File: config.mk
export PLATFORM = sky130hd
export DESIGN_NAME = regfile_access_ctrl
export DESIGN_NICKNAME = d
export VERILOG_FILES = /design/src/rtl/regctrl_pkg.sv /design/src/rtl/regctrl_alu.sv /design/src/rtl/regfile_access_ctrl.sv
export SDC_FILE = /design/constraint.sdc
export NUM_CORES = 1
export LEC_CHECK = 0
export BUFFER_PORTS_ARGS = -buffer_cell sky130_fd_sc_hd__buf_2
export CORE_UTILIZATION = 63
export CTS_CLUSTER_SIZE = 30
export DETAILED_ROUTE_END_ITERATION = 16
export PLACE_DENSITY = 0.93
export SLEW_MARGIN = 20
export SYNTH_ARGS = -nofsm -noshare
export SYNTH_HDL_FRONTEND = slang
export SYNTH_HIERARCHICAL = 1
export SYNTH_SLANG_ARGS = --single-unit
File: constraint.sdc
create_clock -name clk -period 8.6 [get_ports clk]
set_input_delay 0.86 -clock clk [delete_from_list [all_inputs] [get_ports clk]]
set_output_delay 0.86 -clock clk [all_outputs]
set_load 0.005 [all_outputs]
File: src/rtl/regctrl_pkg.sv
// Shared definitions for the register-file access controller: default widths,
// operation codes and controller state encodings.
package regctrl_pkg;

    localparam int unsigned DATA_W_DEF = 32;
    localparam int unsigned ADDR_W_DEF = 5;

    typedef enum logic [2:0] {
        OpAdd  = 3'b000,
        OpSub  = 3'b001,
        OpAnd  = 3'b010,
        OpOr   = 3'b011,
        OpSlt  = 3'b100,
        OpMove = 3'b101,
        OpRsv6 = 3'b110,
        OpRsv7 = 3'b111
    } op_e;

    typedef enum logic [2:0] {
        StIdle    = 3'd0,
        StRead    = 3'd1,
        StExec    = 3'd2,
        StWbSetup = 3'd3,
        StWbPulse = 3'd4,
        StWbHold  = 3'd5,
        StResp    = 3'd6
    } state_e;

    // Codes 110 and 111 produce no result and never write back.
    function automatic logic op_is_reserved(input logic [2:0] op);
        return op[2] & op[1];
    endfunction

endpackage

File: src/rtl/regctrl_alu.sv
// Combinational ALU for the register-file access controller.
// Signed ADD/SUB overflow is only reported when REGCTRL_OVF_EN is defined;
// otherwise ovf_o is constant 0.
module regctrl_alu
    import regctrl_pkg::*;
#(
    parameter int unsigned DATA_W = DATA_W_DEF
) (
    input  logic [2:0]        op_i,
    input  logic [DATA_W-1:0] a_i,
    input  logic [DATA_W-1:0] b_i,
    output logic [DATA_W-1:0] result_o,
    output logic              ovf_o
);

    logic [DATA_W-1:0] sum;
    logic [DATA_W-1:0] diff;
    logic              slt;

    assign sum  = a_i + b_i;
    assign diff = a_i - b_i;
    assign slt  = $signed(a_i) < $signed(b_i);

    // Decode the operation into a result and, optionally, an overflow flag.
    always_comb begin
        result_o = '0;
        ovf_o    = 1'b0;
        unique case (op_e'(op_i))
            OpAdd: begin
                result_o = sum;
`ifdef REGCTRL_OVF_EN
                ovf_o = (a_i[DATA_W-1] == b_i[DATA_W-1]) &&
                        (sum[DATA_W-1] != a_i[DATA_W-1]);
`endif
            end
            OpSub: begin
                result_o = diff;
`ifdef REGCTRL_OVF_EN
                ovf_o = (a_i[DATA_W-1] != b_i[DATA_W-1]) &&
                        (diff[DATA_W-1] != a_i[DATA_W-1]);
`endif
            end
            OpAnd:   result_o = a_i & b_i;
            OpOr:    result_o = a_i | b_i;
            OpSlt:   result_o = {{(DATA_W-1){1'b0}}, slt};
            OpMove:  result_o = a_i;
            default: result_o = '0;
        endcase
    end

endmodule

File: src/rtl/regfile_access_ctrl.sv
// Register-file access controller: accepts one command over valid/ready, reads
// two source registers, computes a result and writes it back with a
// setup/pulse/hold strobe sequence before returning a response.
// Optional build macro REGCTRL_OVF_EN: signed ADD/SUB overflow is flagged on
// rsp_ovf and suppresses the write-back.
module regfile_access_ctrl
    import regctrl_pkg::*;
#(
    parameter int unsigned DATA_W = DATA_W_DEF,
    parameter int unsigned ADDR_W = ADDR_W_DEF
) (
    input  logic              clk,
    input  logic              rst_n,
    input  logic              cmd_valid,
    output logic              cmd_ready,
    input  logic [2:0]        cmd_op,
    input  logic [ADDR_W-1:0] cmd_rs,
    input  logic [ADDR_W-1:0] cmd_rt,
    input  logic [ADDR_W-1:0] cmd_rd,
    output logic              rsp_valid,
    input  logic              rsp_ready,
    output logic [DATA_W-1:0] rsp_result,
    output logic              rsp_wrote,
    output logic              rsp_ovf,
    output logic [ADDR_W-1:0] rf_read_reg1,
    output logic [ADDR_W-1:0] rf_read_reg2,
    input  logic [DATA_W-1:0] rf_read_data1,
    input  logic [DATA_W-1:0] rf_read_data2,
    output logic [ADDR_W-1:0] rf_write_reg,
    output logic [DATA_W-1:0] rf_write_data,
    output logic              rf_regWrite
);

    state_e            state_q, state_d;
    logic [2:0]        op_q, op_d;
    logic [ADDR_W-1:0] rd_q, rd_d;
    logic [DATA_W-1:0] result_q, result_d;
    logic              ovf_q, ovf_d;

    logic              cmd_ready_q, cmd_ready_d;
    logic              rsp_valid_q, rsp_valid_d;
    logic [DATA_W-1:0] rsp_result_q, rsp_result_d;
    logic              rsp_wrote_q, rsp_wrote_d;
    logic              rsp_ovf_q, rsp_ovf_d;
    logic [ADDR_W-1:0] read_reg1_q, read_reg1_d;
    logic [ADDR_W-1:0] read_reg2_q, read_reg2_d;
    logic [ADDR_W-1:0] write_reg_q, write_reg_d;
    logic [DATA_W-1:0] write_data_q, write_data_d;
    logic              reg_write_q, reg_write_d;

    logic [DATA_W-1:0] alu_result;
    logic              alu_ovf;
    logic              wb_en;

    // Operands come straight from the register file while in READ.
    regctrl_alu #(
        .DATA_W (DATA_W)
    ) u_alu (
        .op_i     (op_q),
        .a_i      (rf_read_data1),
        .b_i      (rf_read_data2),
        .result_o (alu_result),
        .ovf_o    (alu_ovf)
    );

    // Write-back is skipped for R0, reserved ops and (when enabled) overflow.
    assign wb_en = (rd_q != '0) && !op_is_reserved(op_q) && !ovf_q;

    // Next-state and next-output computation; every output is registered.
    always_comb begin
        state_d      = state_q;
        op_d         = op_q;
        rd_d         = rd_q;
        result_d     = result_q;
        ovf_d        = ovf_q;
        read_reg1_d  = read_reg1_q;
        read_reg2_d  = read_reg2_q;
        write_reg_d  = write_reg_q;
        write_data_d = write_data_q;
        rsp_result_d = rsp_result_q;
        rsp_wrote_d  = rsp_wrote_q;
        rsp_ovf_d    = rsp_ovf_q;

        unique case (state_q)
            StIdle: begin
                if (cmd_valid && cmd_ready_q) begin
                    state_d     = StRead;
                    op_d        = cmd_op;
                    rd_d        = cmd_rd;
                    read_reg1_d = cmd_rs;
                    read_reg2_d = cmd_rt;
                end
            end
            StRead: begin
                // Operands are sampled here, before any write-back to rd.
                state_d  = StExec;
                result_d = alu_result;
                ovf_d    = alu_ovf;
            end
            StExec: begin
                if (wb_en) begin
                    state_d      = StWbSetup;
                    write_reg_d  = rd_q;
                    write_data_d = result_q;
                end else begin
                    state_d = StResp;
                end
            end
            StWbSetup: state_d = StWbPulse;
            StWbPulse: state_d = StWbHold;
            StWbHold:  state_d = StResp;
            StResp: begin
                if (rsp_valid_q && rsp_ready) begin
                    state_d = StIdle;
                end
            end
            default: state_d = StIdle;
        endcase

        // Response fields are latched once on entry to RESP and then held.
        if (state_d == StResp && state_q != StResp) begin
            rsp_result_d = result_q;
            rsp_wrote_d  = (state_q == StWbHold);
            rsp_ovf_d    = ovf_q;
        end

        cmd_ready_d = (state_d == StIdle);
        rsp_valid_d = (state_d == StResp);
        reg_write_d = (state_d == StWbPulse);
    end

    // State and output registers with synchronous active-low reset.
    always_ff @(posedge clk) begin
        if (!rst_n) begin
            state_q      <= StIdle;
            op_q         <= '0;
            rd_q         <= '0;
            result_q     <= '0;
            ovf_q        <= 1'b0;
            cmd_ready_q  <= 1'b0;
            rsp_valid_q  <= 1'b0;
            rsp_result_q <= '0;
            rsp_wrote_q  <= 1'b0;
            rsp_ovf_q    <= 1'b0;
            read_reg1_q  <= '0;
            read_reg2_q  <= '0;
            write_reg_q  <= '0;
            write_data_q <= '0;
            reg_write_q  <= 1'b0;
        end else begin
            state_q      <= state_d;
            op_q         <= op_d;
            rd_q         <= rd_d;
            result_q     <= result_d;
            ovf_q        <= ovf_d;
            cmd_ready_q  <= cmd_ready_d;
            rsp_valid_q  <= rsp_valid_d;
            rsp_result_q <= rsp_result_d;
            rsp_wrote_q  <= rsp_wrote_d;
            rsp_ovf_q    <= rsp_ovf_d;
            read_reg1_q  <= read_reg1_d;
            read_reg2_q  <= read_reg2_d;
            write_reg_q  <= write_reg_d;
            write_data_q <= write_data_d;
            reg_write_q  <= reg_write_d;
        end
    end

    assign cmd_ready     = cmd_ready_q;
    assign rsp_valid     = rsp_valid_q;
    assign rsp_result    = rsp_result_q;
    assign rsp_wrote     = rsp_wrote_q;
    assign rsp_ovf       = rsp_ovf_q;
    assign rf_read_reg1  = read_reg1_q;
    assign rf_read_reg2  = read_reg2_q;
    assign rf_write_reg  = write_reg_q;
    assign rf_write_data = write_data_q;
    assign rf_regWrite   = reg_write_q;

endmodule

==> flow_metrics.tcl, run 1 <==
set metrics [dict create \
    status "finished, final reports clean" \
    crit_fanout 5 \
    finalInstanceArea_um2 11700 \
    grt_usage_pct 35.2 \
    slowest_delay_ps 430 \
    h-tree-depth 4 \
    cts_tree "done" \
    syn_inst 1402 \
    synth_top_family_by_area "compound AO/OA/AOI/OAI gates" \
    antenna_found_initial 1 \
    vias 11128 \
    grt-ovfl-total 0 \
    cts_sinks 128 \
    dpl.hpwl_um 20800 \
    clk_pin_slew_worst_paths_ps 60 \
    synth.distinct_cells 86 \
    synth_fa_ha_area_share_pct 12.5 \
    syn_avg_cell_area_um2 7.43 \
    synth_simple_gate_area_share_pct 19.1 \
    rsz0062_at_grt "false" \
    utilization_pct 73.3 \
    postCtsSetupBuffers 0 \
    dpl_cell_area_um2 11100 \
    slew_violations 0 \
    worst_pin_slew_ps 1130 \
    ctsRootBufferMaster "clkbuf_16" \
    vias_per_cell 6.46 \
    ys_async_sr_fraction_pct 0 \
    first_pass_iters 6 \
    p_leak_nw 5.11 \
    synth.cell_area_um2 10400 \
    drcViolationCount 0 \
    cp-start-kind "primary input" \
    ys_ff_latch 128 \
    setup_ws_ps 4830 \
    tns_ps 0 \
    syn_to_final_growth_pct 12.7 \
    yosys_most_used_dff "dfxtp_1" \
    ctsLongestPathBuffers 2 \
    cts_hold_buf 0 \
    portBuffers 169 \
    max_cap_viol_count 0 \
    hold_viol 0 \
    drt_iter0_drc 1470 \
    grt_pass1_wl_um 47800 \
    antenna_left 0 \
    post_cts_resized 0 \
    worst-setup-path-type "primary input to register" \
    synth-compound-area-share_pct 33.8 \
    pre_cts_ws_ps 4530 \
    grt_max_degree 79 \
    worstPathRequired_ps 8890 \
    cp.arrival_ps 4060 \
    critPathSlowestCell "fa_1" \
    n_fill_cell 1232 \
    power.density_nw_per_um2 179 \
    die_x_um 131 \
    finalCriticalPeriod_ps 3770 \
    period_share_pct 43.8 \
    start_util_pct 65.1 \
    coreArea_um2 16000 \
    fin_hold_ws_ps 443 \
    place_congestion 0.972 \
    wl_per_cell_um 17.9 \
    yosys_warnings 6 \
    clock-skew-final_ps 12.3 \
    dieArea_um2 17000 \
    cp-end-kind "register" \
    maxSlewHeadroom_pct 24.5 \
    worst_path_most_repeated_cell "a21oi_1" \
    drt_wl_total_um 30900 \
    hp-class "register to register" \
    max-vdd-ir-drop_uv 121 \
    synth_nets 1591 \
    cp_cell_sequence "buf_2 -> inv_1 -> ha_1 -> fa_1 -> o21bai_2 -> a21oi_2 -> o311ai_4 -> a311oi_2 -> o21a_1 -> nor4_1 -> a21oi_1 -> o21ai_0 -> a221o_1 -> a21oi_1 -> nand2_1 -> a21oi_1" \
    nNetsFinal 1681 \
    row_count 46 \
    die_y_um 131 \
    synth_xor_xnor_area_share_pct 0.168 \
    setup_viol 0 \
    grt_pass1_vias 9671 \
    io_pins 170 \
    layout-drive-gt1-share_pct 16.6 \
    cts_buffers 17 \
    synthMuxAreaShare_pct 1.25 \
    fmax_ghz 0.265 \
    synth_edf_count 0 \
    clk_latency_ps 430 \
    seq_area_frac_synth_pct 24.6 \
]
==> synth_stat cells, types with 3 or more instances <==
| cell type | instances | share of area [%] |
|---|---|---|
| nand4_1 | 3 | 0.18 |
| o221a_2 | 4 | 0.43 |
| o31ai_1 | 8 | 0.58 |
| a21oi_1 | 160 | 7.7 |
| buf_2 | 27 | 1.3 |
| nor4_1 | 5 | 0.30 |
| o21ai_1 | 46 | 2.2 |
| o21bai_1 | 9 | 0.65 |
| nand2b_1 | 11 | 0.66 |
| inv_1 | 94 | 3.4 |
| clkbuf_1 | 69 | 2.5 |
| nor2_1 | 131 | 4.7 |
| dfxtp_1 | 128 | 25 |
| a221o_1 | 52 | 5.0 |
| a221oi_1 | 13 | 1.1 |
| o211ai_1 | 6 | 0.43 |
| mux2i_1 | 13 | 1.2 |
| a2111oi_0 | 34 | 2.9 |
| a22oi_1 | 10 | 0.72 |
| o31a_1 | 4 | 0.34 |
| o21ai_0 | 30 | 1.4 |
| buf_6 | 8 | 0.87 |
| buf_1 | 8 | 0.29 |
| ha_1 | 101 | 12 |
| nor3_1 | 12 | 0.58 |
| or3_1 | 5 | 0.30 |
| a21o_1 | 16 | 1.2 |
| nor3b_1 | 3 | 0.22 |
| o22ai_1 | 12 | 0.72 |
| o21a_1 | 5 | 0.36 |
| nand3_1 | 45 | 2.2 |
| nand2_1 | 173 | 6.2 |
| a211oi_1 | 30 | 2.2 |
| o2111ai_1 | 3 | 0.25 |
| nor2b_1 | 42 | 2.5 |
| o221ai_1 | 8 | 0.67 |
| a31oi_1 | 7 | 0.42 |
==> layer usage <==
metal | vias to the layer above | routed length, um | global-route usage [%]
met5 | - | 0 | 0
met4 | 0 | 818 | 12.2
met3 | 81 | 3200 | 6.51
met2 | 681 | 14200 | 57.8
met1 | 5124 | 12600 | 46.1
li1 | 5242 | - | -
==> power by group <==
group          internal, W  switching (W)  total (W)
sequential        0.000631      0.0000648   0.000696
combinational     0.000257       0.000438   0.000696
clock             0.000434       0.000275   0.000709
total              0.00132       0.000778    0.00210
==> cell usage in the layout (no fill, tap or decap), drive strengths merged, types with 3 or more instances in the layout <==
master	count
a2111oi	35
a211oi	30
a21o	16
a21oi	161
a221o	53
a221oi	13
a22oi	10
a31o	3
a31oi	7
buf	185
clkbuf	19
clkinv	6
clkinvlp	3
dfxtp	128
ha	101
inv	97
mux2i	13
nand2	173
nand2b	11
nand3	45
nand4	3
nor2	132
nor2b	42
nor3	13
nor3b	3
nor4	5
o2111ai	3
o211ai	6
o21a	6
o21ai	78
o21bai	10
o221a	5
o221ai	9
o22ai	12
o311ai	4
o31a	5
o31ai	9
or2	4
or3	5
or4	3
==> per-stage QoR <==
| stage | cells | power (W) |
|---|---|---|
| 3_3_place_gp | 1688 | 0.00135 |
| 4_1_cts | 1721 | 0.00208 |
| 6_report | 1723 | 0.00210 |
| 3_5_place_dp | 1689 | 0.00137 |
| 2_1_floorplan | 1402 | 0.00120 |
| 5_1_grt | 1721 | 0.00219 |
==> path summary, 6_finish.rpt <==
path / startpoint / to / slack, ps / cells past startpoint
setup / recovery: rf_read_data1[0] / result_q[0] / 4830 / 16
hold / removal: rf_write_reg[1] / rf_write_reg[1] / 440 / 2
setup reg to reg: op_q[0] / result_q[16] / 5970 / 10
hold reg to reg: rf_write_reg[1] / rf_write_reg[1] / 440 / 2
==> cells by family after synthesis <==
kind of cell	count (synthesis)
multiplexers	13
adder cells (fa/ha/maj)	103
AND/OR/NAND/NOR	446
XOR/XNOR	2
other	1
AO/OA/AOI/OAI	500
flip-flops	128
buffers and inverters	209
==> critical path: cells and delay by family <==
family	cells	cell delay, ps
compound gates	10	1830
fa+ha+maj	2	670
simple gates	2	500
buf+inv	2	180
==> final cells by class <==
type	count	area, um^2	area share, %
diodes	2	5.00	0.0427
clock buffers	19	443	3.78
clock inverters	13	138	1.17
inverters	95	357	3.04
multi-input cells	1065	6980	59.5
flip-flops and latches	128	2570	21.9
well taps	216	270	2.30
repair buffers	185	970	8.27
No activity file was read; power rests on OpenSTA's default activity.
==> run 2: changes to the inputs <==
--- a/config.mk
+++ b/config.mk
@@ -5,11 +5,12 @@
 export SDC_FILE = /design/constraint.sdc
 export NUM_CORES = 1
 export LEC_CHECK = 0
+export ABC_AREA = 1
 export BUFFER_PORTS_ARGS = -buffer_cell sky130_fd_sc_hd__buf_2
-export CORE_UTILIZATION = 63
+export CORE_UTILIZATION = 53
 export CTS_CLUSTER_SIZE = 30
 export DETAILED_ROUTE_END_ITERATION = 16
-export PLACE_DENSITY = 0.93
+export PLACE_DENSITY = 0.83
 export SLEW_MARGIN = 20
 export SYNTH_ARGS = -nofsm -noshare
 export SYNTH_HDL_FRONTEND = slang
==> constraint.sdc (replaced) <==
create_clock -name clk -period 3.4 [get_ports clk]
set_input_delay 0.34 -clock clk [delete_from_list [all_inputs] [get_ports clk]]
set_output_delay 0.34 -clock clk [all_outputs]
set_load 0.005 [all_outputs]
==> run 2 against run 1 <==
  * Utilization decreased by 11 points
  * Worst hold slack got worse by 240 ps
  * Critical path depth unchanged
  * Setup slack got worse by 3800 ps
  * Critical endpoint is now result_q[22]
  * Largest cell class unchanged
==> flow_metrics.tcl, run 2 <==
set metrics [dict create \
    io_pins 170 \
    setup_viol 0 \
    cp.arrival_ps 2680 \
    grt_max_degree 58 \
    synth.cell_area_um2 11200 \
    worst-setup-path-type "primary input to register" \
    grt_pass1_wl_um 56900 \
    critPathSlowestCell "fa_1" \
    grt_pass1_vias 11608 \
    cts_hold_buf 0 \
    hp-class "primary input to register" \
    clk_latency_ps 410 \
    maxSlewHeadroom_pct 56.5 \
    antenna_found_initial 2 \
    synthTopCellsByArea "dfxtp_1, nand2_1, inv_1, ha_1, a21oi_1" \
    h-tree-depth 4 \
    final_common_cell "nand2_1" \
    p_leak_nw 7.08 \
    clock-skew-final_ps 7.78 \
    power.total_w 0.00638 \
    cp-end-kind "register" \
    critPathTopFamily "simple AND/OR/NAND/NOR gates" \
    synth_nets 2111 \
    dpl.hpwl_um 27600 \
    synth.distinct_cells 37 \
    yosysTopAreaCellShare_pct 22.9 \
    synth_edf_count 0 \
    antenna_left 0 \
    post_cts_resized 0 \
    fmax_ghz 0.428 \
    start_util_pct 54.7 \
    coreArea_um2 20400 \
    dieArea_um2 21700 \
    synth_largest_area_cell "dfxtp_1" \
    crit_buf_inv 1 \
    row_count 52 \
    ctsRootBufferMaster "clkbuf_16" \
    ctsLongestPathBuffers 2 \
    slew_violations 0 \
    ys_async_sr_fraction_pct 0 \
    vias_per_cell 5.35 \
    yosys_most_used_dff "dfxtp_1" \
    final_cell_mix "nand2_1, inv_1, a21oi_1, buf_2, nand3_1" \
    max_cap_viol_count 0 \
    place_congestion 1.04 \
    finalInstanceArea_um2 12700 \
    dpl_cell_area_um2 12100 \
    max-vdd-ir-drop_uv 440 \
    drt_wl_total_um 36000 \
    status "finished, final reports clean" \
    portBuffers 169 \
    grt-ovfl-total 0 \
    syn_to_final_growth_pct 13.8 \
    power.density_nw_per_um2 501 \
    ys_ff_latch 128 \
    cp_cell_sequence "buf_2 -> ha_1 -> fa_1 -> nand3_1 -> nand3_1 -> nand2_1 -> nand2_1 -> nand2_1 -> nand2_1 -> nand2_1 -> nand2_1 -> nand2_1 -> nand3_1 -> nand3_1 -> nand3_1 -> a21oi_1" \
    nNetsFinal 2236 \
    syn_inst 1922 \
    tns_ps 0 \
    vias 12475 \
    grt_usage_pct 32.7 \
    n_fill_cell 2034 \
    slowest_delay_ps 440 \
    first_pass_iters 8 \
    crit_fanout 5 \
    seq_area_frac_synth_pct 22.9 \
    synth.most_common_cell "nand2_1" \
    synth_common_cells "nand2_1, inv_1, a21oi_1" \
    syn_avg_cell_area_um2 5.82 \
    worst_pin_slew_ps 652 \
    postCtsSetupBuffers 0 \
    die_x_um 147 \
    finalCriticalPeriod_ps 2330 \
    die_y_um 147 \
    clk_pin_slew_worst_paths_ps 60 \
    rsz0062_at_grt "false" \
    worstPathRequired_ps 3740 \
    worst_path_most_repeated_cell "nand2_1" \
    hold_viol 0 \
    wl_per_cell_um 15.5 \
    cp-start-kind "primary input" \
    cts_tree "done" \
    drcViolationCount 0 \
    period_share_pct 68.7 \
    yosys_warnings 6 \
    cts_buffers 17 \
    layout-drive-gt1-share_pct 12.6 \
    cts_sinks 128 \
    drt_iter0_drc 1134 \
]
## run 2: cell type report
type | count | area, um^2 | area share (%)
multi-input combinational | 1362 | 6880 | 54.1
sequential | 128 | 2560 | 20.1
inverter | 354 | 1330 | 10.4
timing repair buffer | 184 | 971 | 7.63
clock buffer | 20 | 457 | 3.59
tap | 270 | 338 | 2.65
clock inverter | 12 | 184 | 1.45
antenna | 2 | 5.00 | 0.0393
## run 2: worst register-to-register path, stage by stage, from the launching register on
cell,delay (ps)
dfxtp_1,530
inv_2,100
nor3_4,330
inv_2,370
o22ai_1,300
a21oi_1,120
nand3_1,130
nand3_1,90
a21oi_1,210
## run 2: stage by stage
stage               cells  hold slack (ps)  setup WS, ps  utilization, %
global route         2332              222           907            62.3
CTS                  2330              201          1120            62.3
detailed placement   2298              435           704            59.1
floorplan            1922              440          1350               -
global placement     2298              430           687            59.1
finish               2332              205          1070            62.3
## run 2: worst paths after layout
path | start | end | slack, ps | cells past startpoint
hold / removal | cmd_rs[1] | rf_read_reg1[1] | 200 | 3
hold reg to reg | rf_read_reg1[1] | rf_read_reg1[1] | 440 | 2
setup reg to reg | op_q[1] | result_q[12] | 1120 | 8
setup / recovery | rf_read_data2[0] | result_q[22] | 1070 | 16
## run 2: cell families after synthesis
family / Yosys count / share of synthesized area, %
other: 1 / 0.0335
flip-flops: 128 / 22.9
AO/OA/AOI/OAI: 275 / 13.0
buffers and inverters: 432 / 15.6
AND/OR/NAND/NOR: 980 / 36.6
XOR/XNOR: 3 / 0.235
adder cells (fa/ha/maj): 103 / 11.7
## run 2: routing by layer
metal | vias up | global-route usage [%] | wire, um
li1 | 6203 | - | -
met1 | 5591 | 41.8 | 15000
met2 | 576 | 55.4 | 16700
met3 | 105 | 2.76 | 2760
met4 | 0 | 15.9 | 1620
met5 | - | 0 | 0
## run 2: where the power goes
| part | internal (W) | leakage (nW) | switching (W) |
|---|---|---|---|
| logic | 0.000791 | 5.74 | 0.00173 |
| registers | 0.00172 | 1.04 | 0.000189 |
| clock network | 0.00127 | 0.306 | 0.000677 |
==> run 3: changes to the inputs <==
--- a/config.mk
+++ b/config.mk
@@ -5,12 +5,12 @@
 export SDC_FILE = /design/constraint.sdc
 export NUM_CORES = 1
 export LEC_CHECK = 0
-export ABC_AREA = 1
+export ABC_AREA = 0
 export BUFFER_PORTS_ARGS = -buffer_cell sky130_fd_sc_hd__buf_2
 export CORE_UTILIZATION = 53
 export CTS_CLUSTER_SIZE = 30
 export DETAILED_ROUTE_END_ITERATION = 16
-export PLACE_DENSITY = 0.83
+export PLACE_DENSITY = 0.84
 export SLEW_MARGIN = 20
 export SYNTH_ARGS = -nofsm -noshare
 export SYNTH_HDL_FRONTEND = slang
==> constraint.sdc (replaced) <==
create_clock -name clk -period 1.95 [get_ports clk]
set_input_delay 0.195 -clock clk [delete_from_list [all_inputs] [get_ports clk]]
set_output_delay 0.195 -clock clk [all_outputs]
set_load 0.005 [all_outputs]
==> run 3 against run 2 <==
  * The run now ends with setup timing left
  * Flip-flop and latch count unchanged
  * Global-route usage increased by 5.8 points
  * Design area increased by 20%
  * Die area decreased by 6.8%
  * Critical path depth unchanged
  * Wire length increased by 13%
  * Critical path type unchanged
  * Highest routed layer is now met5
==> flow_metrics.tcl, run 3 (same netlist as run 1, synthesis figures left out) <==
set metrics [dict create \
    status "complete, but fails checks" \
    violations "setup timing" \
    start_util_pct 54.9 \
    grt_usage_pct 38.6 \
    vias 12920 \
    die_x_um 142 \
    ctsLongestPathBuffers 2 \
    tns_ps -14200 \
    dpl.hpwl_um 27600 \
    dpl_cell_area_um2 13700 \
    row_count 50 \
    grt_pass1_vias 12027 \
    clk_latency_ps 420 \
    antenna_left 0 \
    place_congestion 0.987 \
    hold_path_depth 3 \
    die_y_um 142 \
    pre_cts_ws_ps -1280 \
    min_to "rf_read_reg2[1]" \
    power.total_w 0.0109 \
    cp-end-kind "register" \
    insertedDiodeCount 0 \
    power.density_nw_per_um2 712 \
    hold_viol 0 \
    worst_pin_slew_ps 591 \
    max-vdd-ir-drop_uv 707 \
    final_common_cell "buf_4" \
    multi_input_comb_area_um2 7760 \
    first_pass_iters 6 \
    worstPathRequired_ps 2300 \
    maxSlewHeadroom_pct 60.1 \
    finalCriticalPeriod_ps 2730 \
    dieArea_um2 20200 \
    cts_tree "done" \
    h-tree-depth 4 \
    setup_viol 27 \
    hp-start "cmd_rt[1]" \
    rr_worst_depth 10 \
    reg2reg_from "op_q[2]" \
    reg2reg_setup_slack_ps -140 \
    r2r-end "result_q[22]" \
    crit_fanout 3 \
    drt_wl_total_um 40600 \
    clk_pin_slew_worst_paths_ps 60 \
    grt_max_degree 68 \
    worst-setup-path-type "primary input to register" \
    fin_hold_ws_ps 8.31 \
    final_cell_mix "buf_4, nand2_1, buf_2, a21oi_1, nor2_1" \
    slew_violations 0 \
    fmax_ghz 0.367 \
    grt-ovfl-total 0 \
    coreArea_um2 19000 \
    grt_pass1_wl_um 61700 \
    cp-start-kind "primary input" \
    drt_iter0_drc 1358 \
    n_fill_cell 1250 \
    wl_per_cell_um 19.5 \
    vias_per_cell 6.22 \
    ff_latch_area_um2 2570 \
    layout-drive-gt1-share_pct 37.6 \
    setup_ws_ps -776 \
    syn_to_final_growth_pct 46.4 \
    cts_buffers 17 \
    hp-class "primary input to register" \
    p_leak_nw 6.86 \
    portBuffers 169 \
    rsz0062_at_grt "true" \
    cts_hold_buf 0 \
    ctsRootBufferMaster "clkbuf_16" \
    io_pins 170 \
    clock-skew-final_ps 11.3 \
    max_cap_viol_count 0 \
    antenna_found_initial 2 \
    period_share_pct 140 \
    finalInstanceArea_um2 15300 \
    cp.arrival_ps 3070 \
    cts_sinks 128 \
    nNetsFinal 1995 \
    drcViolationCount 0 \
]
## run 3: how the worst max path moves through the flow
stage,startpoint,endpoint,slack [ps],depth (start not counted)
after floorplan,rf_read_data1[0],result_q[22],-880,15
after global placement,rf_read_data1[0],result_q[22],-1230,16
after detailed placement,rf_read_data1[0],result_q[22],-1280,16
after CTS,rf_read_data1[0],result_q[30],-700,16
after global routing,rf_read_data1[0],result_q[30],-880,15
final,rf_read_data1[0],result_q[30],-780,16
## run 3: final cells by class
type,count,area share [%]
sequential,128,16.9
inverter,95,2.63
clock inverter,11,0.779
timing repair buffer,498,23.9
clock buffer,19,2.84
tap,260,2.13
multi-input combinational,1066,50.9
## run 3: layer usage
layer  vias to the layer above  part of all wire [%]  global-route usage [%]
met5                         -                 0.032                       0
met4                         2                   3.6                    14.9
met3                       151                    10                    7.94
met2                       848                    46                    62.6
met1                      6049                    39                    49.9
li1                       5870                     -                       -
## run 3: worst max-delay path: stages
cell      delay (ps)
buf_12           100
inv_12            30
ha_4             150
fa_2             390
o21bai_4         160
a21oi_4           80
o311ai_4         300
a311oi_2         200
o21a_2           280
o311ai_4         240
a211oi_2         120
o311a_1          340
nor4_2           200
or2_1            130
nand2_1           40
a21oi_1          110
## run 3: repair_timing
| item | 4_1_cts | 5_1_grt |
|---|---|---|
| buffers inserted | 22 | 14 |
| pin swaps | 45 | 48 |
| endpoints found under the setup margin | 60 | 45 |
| gates cloned | 1 | 0 |
| gates resized for setup | 88 | 78 |
## run 3: through the flow
stage / util (%) / instances
2_1_floorplan: - / 1402
3_3_place_gp: 72.4 / 2017
3_5_place_dp: 72.4 / 2017
4_1_cts: 78.3 / 2068
5_1_grt: 80.5 / 2077
6_report: 80.5 / 2077
## run 3: report_power, final
part | leakage [nW] | total, W | switching [W] | internal [W]
logic | 5.56 | 0.00485 | 0.00270 | 0.00215
clock network | 0.260 | 0.00302 | 0.00116 | 0.00185
registers | 1.04 | 0.00299 | 0.000201 | 0.00278
